[src/rtl/alsu_arbiter.sv]
// Round-robin arbiter/sequencer sharing one 2-stage registered ALSU between two requesters.
// Latency: accept to rsp_valid is rep+4 cycles (rep+5 with shift/rotate seed, 4 on error).
// Backpressure: one command in flight; a response is held until rsp_ready.
module alsu_arbiter #(
   parameter int REP_W = 3,
   parameter int CNT_W = 16
) (
   input  logic                clk,
   input  logic                reset,
   input  logic [1:0]          req_valid,
   output logic [1:0]          req_ready,
   input  logic [16+REP_W-1:0] req_cmd0,
   input  logic [16+REP_W-1:0] req_cmd1,
   output logic [2:0]          alsu_A,
   output logic [2:0]          alsu_B,
   output logic [2:0]          alsu_opcode,
   output logic                alsu_cin,
   output logic                alsu_direction,
   output logic                alsu_serial_in,
   output logic                alsu_red_op_A,
   output logic                alsu_red_op_B,
   output logic                alsu_bypass_A,
   output logic                alsu_bypass_B,
   input  logic [5:0]          alsu_out,
   output logic                rsp_valid,
   input  logic                rsp_ready,
   output logic                rsp_id,
   output logic [5:0]          rsp_out,
   output logic                rsp_err,
   output logic [CNT_W-1:0]    done_cnt
);

   typedef struct packed {
      logic       bypass_b;
      logic       bypass_a;
      logic       red_op_b;
      logic       red_op_a;
      logic       serial_in;
      logic       direction;
      logic       cin;
      logic [2:0] opcode;
      logic [2:0] b;
      logic [2:0] a;
   } op_t;

   typedef struct packed {
      logic [REP_W-1:0] rep;
      op_t              op;
   } cmd_t;

   typedef enum logic [2:0] {IDLE, SEED, EXEC, DRAIN1, DRAIN2, RESP} state_t;

   state_t           state, nxt;
   logic             ptr;
   op_t              cmd_q;
   logic             id_q;
   logic             err_q;
   logic [REP_W-1:0] cnt;
   op_t              drv;

   cmd_t gnt_cmd;
   logic gnt_any, gnt_id, new_err, is_shift;

   // Pointer only matters when both ports request together.
   assign gnt_any  = |req_valid;
   assign gnt_id   = (req_valid == 2'b11) ? ptr : req_valid[1];
   assign gnt_cmd  = gnt_id ? cmd_t'(req_cmd1) : cmd_t'(req_cmd0);
   assign new_err  = ((gnt_cmd.op.red_op_a | gnt_cmd.op.red_op_b) &
                      (gnt_cmd.op.opcode[1] | gnt_cmd.op.opcode[2])) |
                     (gnt_cmd.op.opcode[1] & gnt_cmd.op.opcode[2]);
   assign is_shift = (gnt_cmd.op.opcode == 3'd4) || (gnt_cmd.op.opcode == 3'd5);

   always_ff @(posedge clk) begin
      if (reset) state <= IDLE;
      else       state <= nxt;
   end

   always_comb begin
      nxt = state;
      case (state)
         IDLE:    if (gnt_any) nxt = (!new_err && is_shift) ? SEED : EXEC;
         SEED:    nxt = EXEC;
         EXEC:    if (cnt == '0) nxt = DRAIN1;
         DRAIN1:  nxt = DRAIN2;
         DRAIN2:  nxt = RESP;
         RESP:    if (rsp_ready) nxt = IDLE;
         default: nxt = IDLE;
      endcase
   end

   always_comb begin
      req_ready = 2'b00;
      drv       = '0;
      rsp_valid = 1'b0;
      case (state)
         IDLE: if (gnt_any) req_ready = gnt_id ? 2'b10 : 2'b01;
         SEED: begin
            // Load A into the ALSU output register so shifts start from it.
            drv.a        = cmd_q.a;
            drv.bypass_a = 1'b1;
         end
         EXEC:    drv = cmd_q;
         RESP:    rsp_valid = 1'b1;
         default: ;
      endcase
      if (reset) begin
         req_ready = 2'b00;
         drv       = '0;
         rsp_valid = 1'b0;
      end
   end

   always_ff @(posedge clk) begin
      if (reset) begin
         ptr      <= 1'b0;
         cmd_q    <= '0;
         id_q     <= 1'b0;
         err_q    <= 1'b0;
         cnt      <= '0;
         rsp_out  <= '0;
         done_cnt <= '0;
      end else begin
         case (state)
            IDLE: if (gnt_any) begin
               cmd_q <= gnt_cmd.op;
               id_q  <= gnt_id;
               err_q <= new_err;
               ptr   <= ~gnt_id;
               cnt   <= new_err ? '0 : gnt_cmd.rep;
            end
            EXEC:    if (cnt != '0) cnt <= cnt - REP_W'(1);
            // Two ALSU register stages: the last EXEC result is visible now.
            DRAIN2:  rsp_out <= alsu_out;
            RESP:    if (rsp_ready) done_cnt <= done_cnt + CNT_W'(1);
            default: ;
         endcase
      end
   end

   assign rsp_id         = id_q;
   assign rsp_err        = err_q;
   assign alsu_A         = drv.a;
   assign alsu_B         = drv.b;
   assign alsu_opcode    = drv.opcode;
   assign alsu_cin       = drv.cin;
   assign alsu_direction = drv.direction;
   assign alsu_serial_in = drv.serial_in;
   assign alsu_red_op_A  = drv.red_op_a;
   assign alsu_red_op_B  = drv.red_op_b;
   assign alsu_bypass_A  = drv.bypass_a;
   assign alsu_bypass_B  = drv.bypass_b;

endmodule

[config.mk]
export PLATFORM = sky130hd
export DESIGN_NAME = alsu_arbiter
export DESIGN_NICKNAME = d
export VERILOG_FILES = /design/src/rtl/alsu_arbiter.sv
export SDC_FILE = /design/constraint.sdc
export NUM_CORES = 1
export LEC_CHECK = 0
export BUFFER_PORTS_ARGS = -buffer_cell sky130_fd_sc_hd__buf_4
export CORE_ASPECT_RATIO = 0.7
export CORE_MARGIN = 2
export CORE_UTILIZATION = 35
export CTS_BUF_LIST = sky130_fd_sc_hd__clkbuf_2
export DETAILED_ROUTE_END_ITERATION = 8
export GPL_TIMING_DRIVEN = 0
export HOLD_SLACK_MARGIN = 0.06
export PLACE_DENSITY = 0.66
export SLEW_MARGIN = 20
export SYNTH_ARGS = -nofsm -noshare
export SYNTH_HDL_FRONTEND = slang
export SYNTH_SLANG_ARGS = --single-unit
[constraint.sdc]
create_clock -name clk -period 5.85 [get_ports clk]
set_clock_uncertainty 0.2 [all_clocks]
set_input_delay 0.8775 -clock clk [delete_from_list [all_inputs] [get_ports clk]]
set_output_delay 0.8775 -clock clk [all_outputs]
set_load 0.005 [all_outputs]
# Word-level counts from Yosys, hierarchy flattened
# Index checks and enable logic that the tools add are counted.
# Widths: inputs -> output; s select.
[word_totals] in_bits=49 elab_cells=72 ff_bits=47
[op_classes] n_mux=22 n_addsub=2 reduce_logical=13 eq_ne=12 bitwise=6
[op_table] cell="$mux 3" n=7
[op_table] cell="$mux 19" n=1
[op_table] cell="$pmux 3 s6" n=1
[op_table] cell="$add 16x1->16 const B" n=1
[op_table] cell="$mux 16" n=1
[op_table] cell="$eq 3x3->1 const B" n=4
[op_table] cell="$mux 11" n=1
[op_table] cell="$mux 2" n=5
[op_table] cell="$ne 2x2->1 const B" n=4
[op_table] cell="$eq 3x2->1 const B" n=2
[op_table] cell="$logic_not 3->1" n=2
[op_table] cell="$pmux 3 s2" n=1
[op_table] cell="$reduce_and 3->1" n=2
[op_table] cell="$mux 1" n=4
[op_table] cell="$reduce_and 2->1" n=2
[op_table] cell="$reduce_or 2->1" n=2
[op_table] cell="$eq 3x1->1 const B" n=1
[op_table] cell="$or 1x1->1" n=3
[op_table] cell="$reduce_bool 3->1" n=1
[op_table] cell="$sub 3x1->3 const B" n=1
[op_table] cell="$and 1x1->1" n=2
[op_table] cell="$eq 2x2->1 const B" n=1
[op_table] cell="$pmux 1 s2" n=1
[op_table] cell="$reduce_bool 2->1" n=1
[op_table] cell="other kinds (4)" n=4

# Logic depth before layout (Yosys ltp)
[logic_depth] ltp_word=11 ltp_mapped=7 depth_no_buf=7

# Worst setup path after synthesis
# No wires, ideal clock.
[synth_timing] kind="input to output" startpoint="in req_valid[1]" endpoint="out req_ready[0]" n_path_buf=1 path_stages=4 required_time_ns=4.773 path_slack_ns=2.978 t_arrival_ns=1.795 cell_sequence="nor2_1 or4_1 clkbuf_1 nor3b_1"
[synth_between] elab_chain_cells=6 elab_cells_between_ends=7 cone_classes="eq/ne: 1; mux: 5; reduce/logical: 1"
[synth_lines] element="start, declared" line_no="10" rtl="input logic [1:0] req_valid,"
[synth_lines] element="$eq 2x2->1" line_no="66" rtl="assign gnt_id = (req_valid == 2'b11) ? ptr : req_valid[1];"
[synth_lines] element="$mux 1" line_no="66"
[synth_lines] element="$mux 2" line_no="96" rtl="IDLE: if (gnt_any) req_ready = gnt_id ? 2'b10 : 2'b01;"
[synth_lines] element="$mux 2 (*)" line_no="96"
[synth_lines] element="$mux 2 (*)" line_no="95" rtl="case (state)"
[synth_lines] element="$mux 2 (*)" line_no="106" rtl="if (reset) begin"
[synth_lines] element="end, declared" line_no="11" rtl="output logic [1:0] req_ready,"
# Mark *: on every way between the ends. The rest lies on a longest branch, timed or not.

# Worst setup path after layout
[layout_timing] startpoint="reg state[1]" endpoint="out alsu_opcode[2]"
[layout_between] elab_chain_cells=3
[layout_lines] element="start, declared" line_no="53" rtl="state_t state, nxt;"
[layout_lines] element="start signal, assigned" line_no="75" rtl="else state <= nxt;"
[layout_lines] element="$eq 3x2->1" line_no="95"
[layout_lines] element="$mux 11" line_no="95"
[layout_lines] element="$mux 16" line_no="106"
[layout_lines] element="end, declared" line_no="16" rtl="output logic [2:0] alsu_opcode,"
# Every way passes these cells.

==> flow_summary.toml <==
[floorplanning]
io_pins = 92
die_h_um = 73.86
fp.dieW_um = 103.8
core_area_um2 = 6756
die-area_um2 = 7665
start_util_pct = 36.11
rows = 25

[detailed_routing]
wl_um = 6854
drc_errors = 0
wl_per_cell_um = 13.93
via_count = 2480
drtIter0Drc = 104
firstDrtPassIters = 4
final_antenna_net_count = 0
vias_per_cell = 5.041

[synth]
synth-async-reset-ratio_pct = 0
syn-mean-instance-area_um2 = 8.133
syn-cell-area_um2 = 2440
synth_ff_type = "dfxtp_1"
netlist.top_cell.by_area = "dfxtp_1"
synthTopCellsByArea = "dfxtp_1, nor2_1, nand2_1"
yosysSeqAreaShare_pct = 38.56
synth_edf_count = 0
synth_top_area_share_pct = 38.56
ys_types = 49
synthCells = 300
ys_ff_latch = 47
syn_nets = 352
yosys_warnings = 0

[global_routing]
grt_remaining_overflow = 0
grt_max_degree = 16
grt_antenna_before_repair = 0
grt_pass1_vias = 2272
grt_pass1_wl_um = 11220
grt.total_usage_pct = 18.21

[finish]
antenna_cells = 0
final_cell_mix = "buf_4, dfxtp_1, nor2_1"
nNetsFinal = 449
final_common_cell = "buf_4"
drive_gt1_share_pct = 28.39
synthToLayoutAreaGrowth_pct = 35.28

[worst_setup_path]
crit_chain = "buf_6 -> or3b_2 -> clkbuf_1 -> nor2_1 -> clkbuf_1 -> and2_1 -> buf_4"
cp.arrival_ps = 2440
cp_common_cell = "clkbuf_1"
startpoint_type = "register"
endpoint_kind = "output pin"
required_ps = 4770
cp_slowest_stage_delay_ps = 440
cp_slowest_cell = "or3b_2"
crit_type = "reg2out"
path_max_fanout = 10

[sta]
post-route-period-util_pct = 60.08
setup_ws_ps = 2335
slew_headroom_pct = 42.11
hold_ws_ps = 292.6
max_freq_mhz = 284.5
drv_slew = 0
tns_ps = 0
hold_viol = 0
fin_crit_ps = 3515
worstMarginPinSlew_ps = 861.2
rsz0062_at_grt = "false"
setup-violations-final = 0

[place]
place.gp.congestion = 0.8046
dp_worst_setup_slack_ps = 2574
hpwl_um = 5279
port_buffers = 90

[min_path]
hold_class = "reg2reg"

[clock_network]
clk_path_buf_depth = 2
clock_latency_ps = 410
cts_inserted_buffers = 5
cts.sinks = 47
cts.clk_slew.worst_paths_ps = 240
cts-root-buf = "clkbuf_2"
htree_num_levels = 2
cts_tree = "done"
ctsResizeCount = 0
holdBufCountCts = 0
cts_setup_buffers = 0

[power_and_ir_drop]
total_leakage_power_nw = 1.393
power.density_nw_per_um2 = 222.2
p_total_uw = 733.6
vdd_drop_max_mv = 0.09440

[run]
cap_violations = 0

[run_status]
status = "complete, no violations"
## path summary, 6_finish.rpt
| path | endpoint | slack [ps] | startpoint | cells past startpoint |
|---|---|---|---|---|
| setup reg to reg | cmd_q[13] | 3620 | state[2] | 5 |
| setup / recovery | alsu_opcode[2] | 2340 | state[1] | 7 |
| hold reg to reg | cmd_q[5] | 290 | cmd_q[5] | 2 |
| hold / removal | cmd_q[5] | 290 | cmd_q[5] | 2 |
## state kept, by name, summed over array words and instances (netlist names)
signal	flops
cmd_q	16
rsp_out	6
rsp_err	1
ptr	1
done_cnt	16
rsp_id	1
cnt	3
state	3
## cells in the mapped netlist, drive strengths merged (2+ instances only)
| library cell | number |
|---|---|
| a211oi | 4 |
| a21boi | 3 |
| a21oi | 7 |
| a311oi | 9 |
| a31oi | 7 |
| and2 | 16 |
| and3 | 4 |
| and4b | 2 |
| buf | 7 |
| clkbuf | 17 |
| dfxtp | 47 |
| ha | 3 |
| inv | 6 |
| mux2 | 3 |
| mux2i | 7 |
| nand2 | 35 |
| nand3 | 21 |
| nand4 | 4 |
| nor2 | 38 |
| nor2b | 2 |
| nor3 | 11 |
| nor3b | 3 |
| nor4 | 4 |
| o21a | 2 |
| o21ai | 3 |
| o221ai | 3 |
| o31a | 2 |
| or2 | 2 |
| or3 | 3 |
| or4 | 2 |
| xnor2 | 8 |
| xor2 | 4 |
## metrics by stage
stage	area [um2]	instances	util [%]
floorplan	2440	300	-
CTS	3301	492	48.85
global placement	3233	484	47.85
finish	3301	492	48.85
detailed placement	3233	484	47.85
global route	3301	492	48.85
## cells by family after synthesis
family,synth area share (%)
buf+inv,5.231
flops,38.56
mux,4.256
xor+xnor,4.308
fa+ha+maj,1.539
compound gates,14.41
simple gates,31.69
## layer usage
| metal | share of wire, % | global-route usage (%) |
|---|---|---|
| met1 | 50 | 25.93 |
| met2 | 42 | 27.89 |
| met3 | 6.4 | 4.525 |
| met4 | 1.4 | 4.354 |
| met5 | 0 | 0 |
## layout make-up
class | count | area [um2]
tap | 94 | 117.6
fill | 728 | 3456
multi-input combinational | 223 | 1371
clock buffer | 5 | 25.02
buffer | 24 | 105.1
inverter | 6 | 22.52
sequential | 47 | 940.9
clock inverter | 3 | 42.54
timing repair buffer | 90 | 675.6
## where the power goes
| part | leakage [nW] | internal, mW | total [mW] | switching [mW] |
|---|---|---|---|---|
| Clock | 0.0410 | 0.0727 | 0.181 | 0.108 |
| Combinational | 0.968 | 0.0904 | 0.194 | 0.104 |
| Sequential | 0.384 | 0.347 | 0.359 | 0.0119 |
## critical path: cells and delay by family, from the launching register on
family | cells | cell delay [ps]
AND/OR/NAND/NOR | 3 | 820
buffers and inverters | 4 | 810
flip-flops | 1 | 400
No activity file was read; power rests on OpenSTA's default activity.
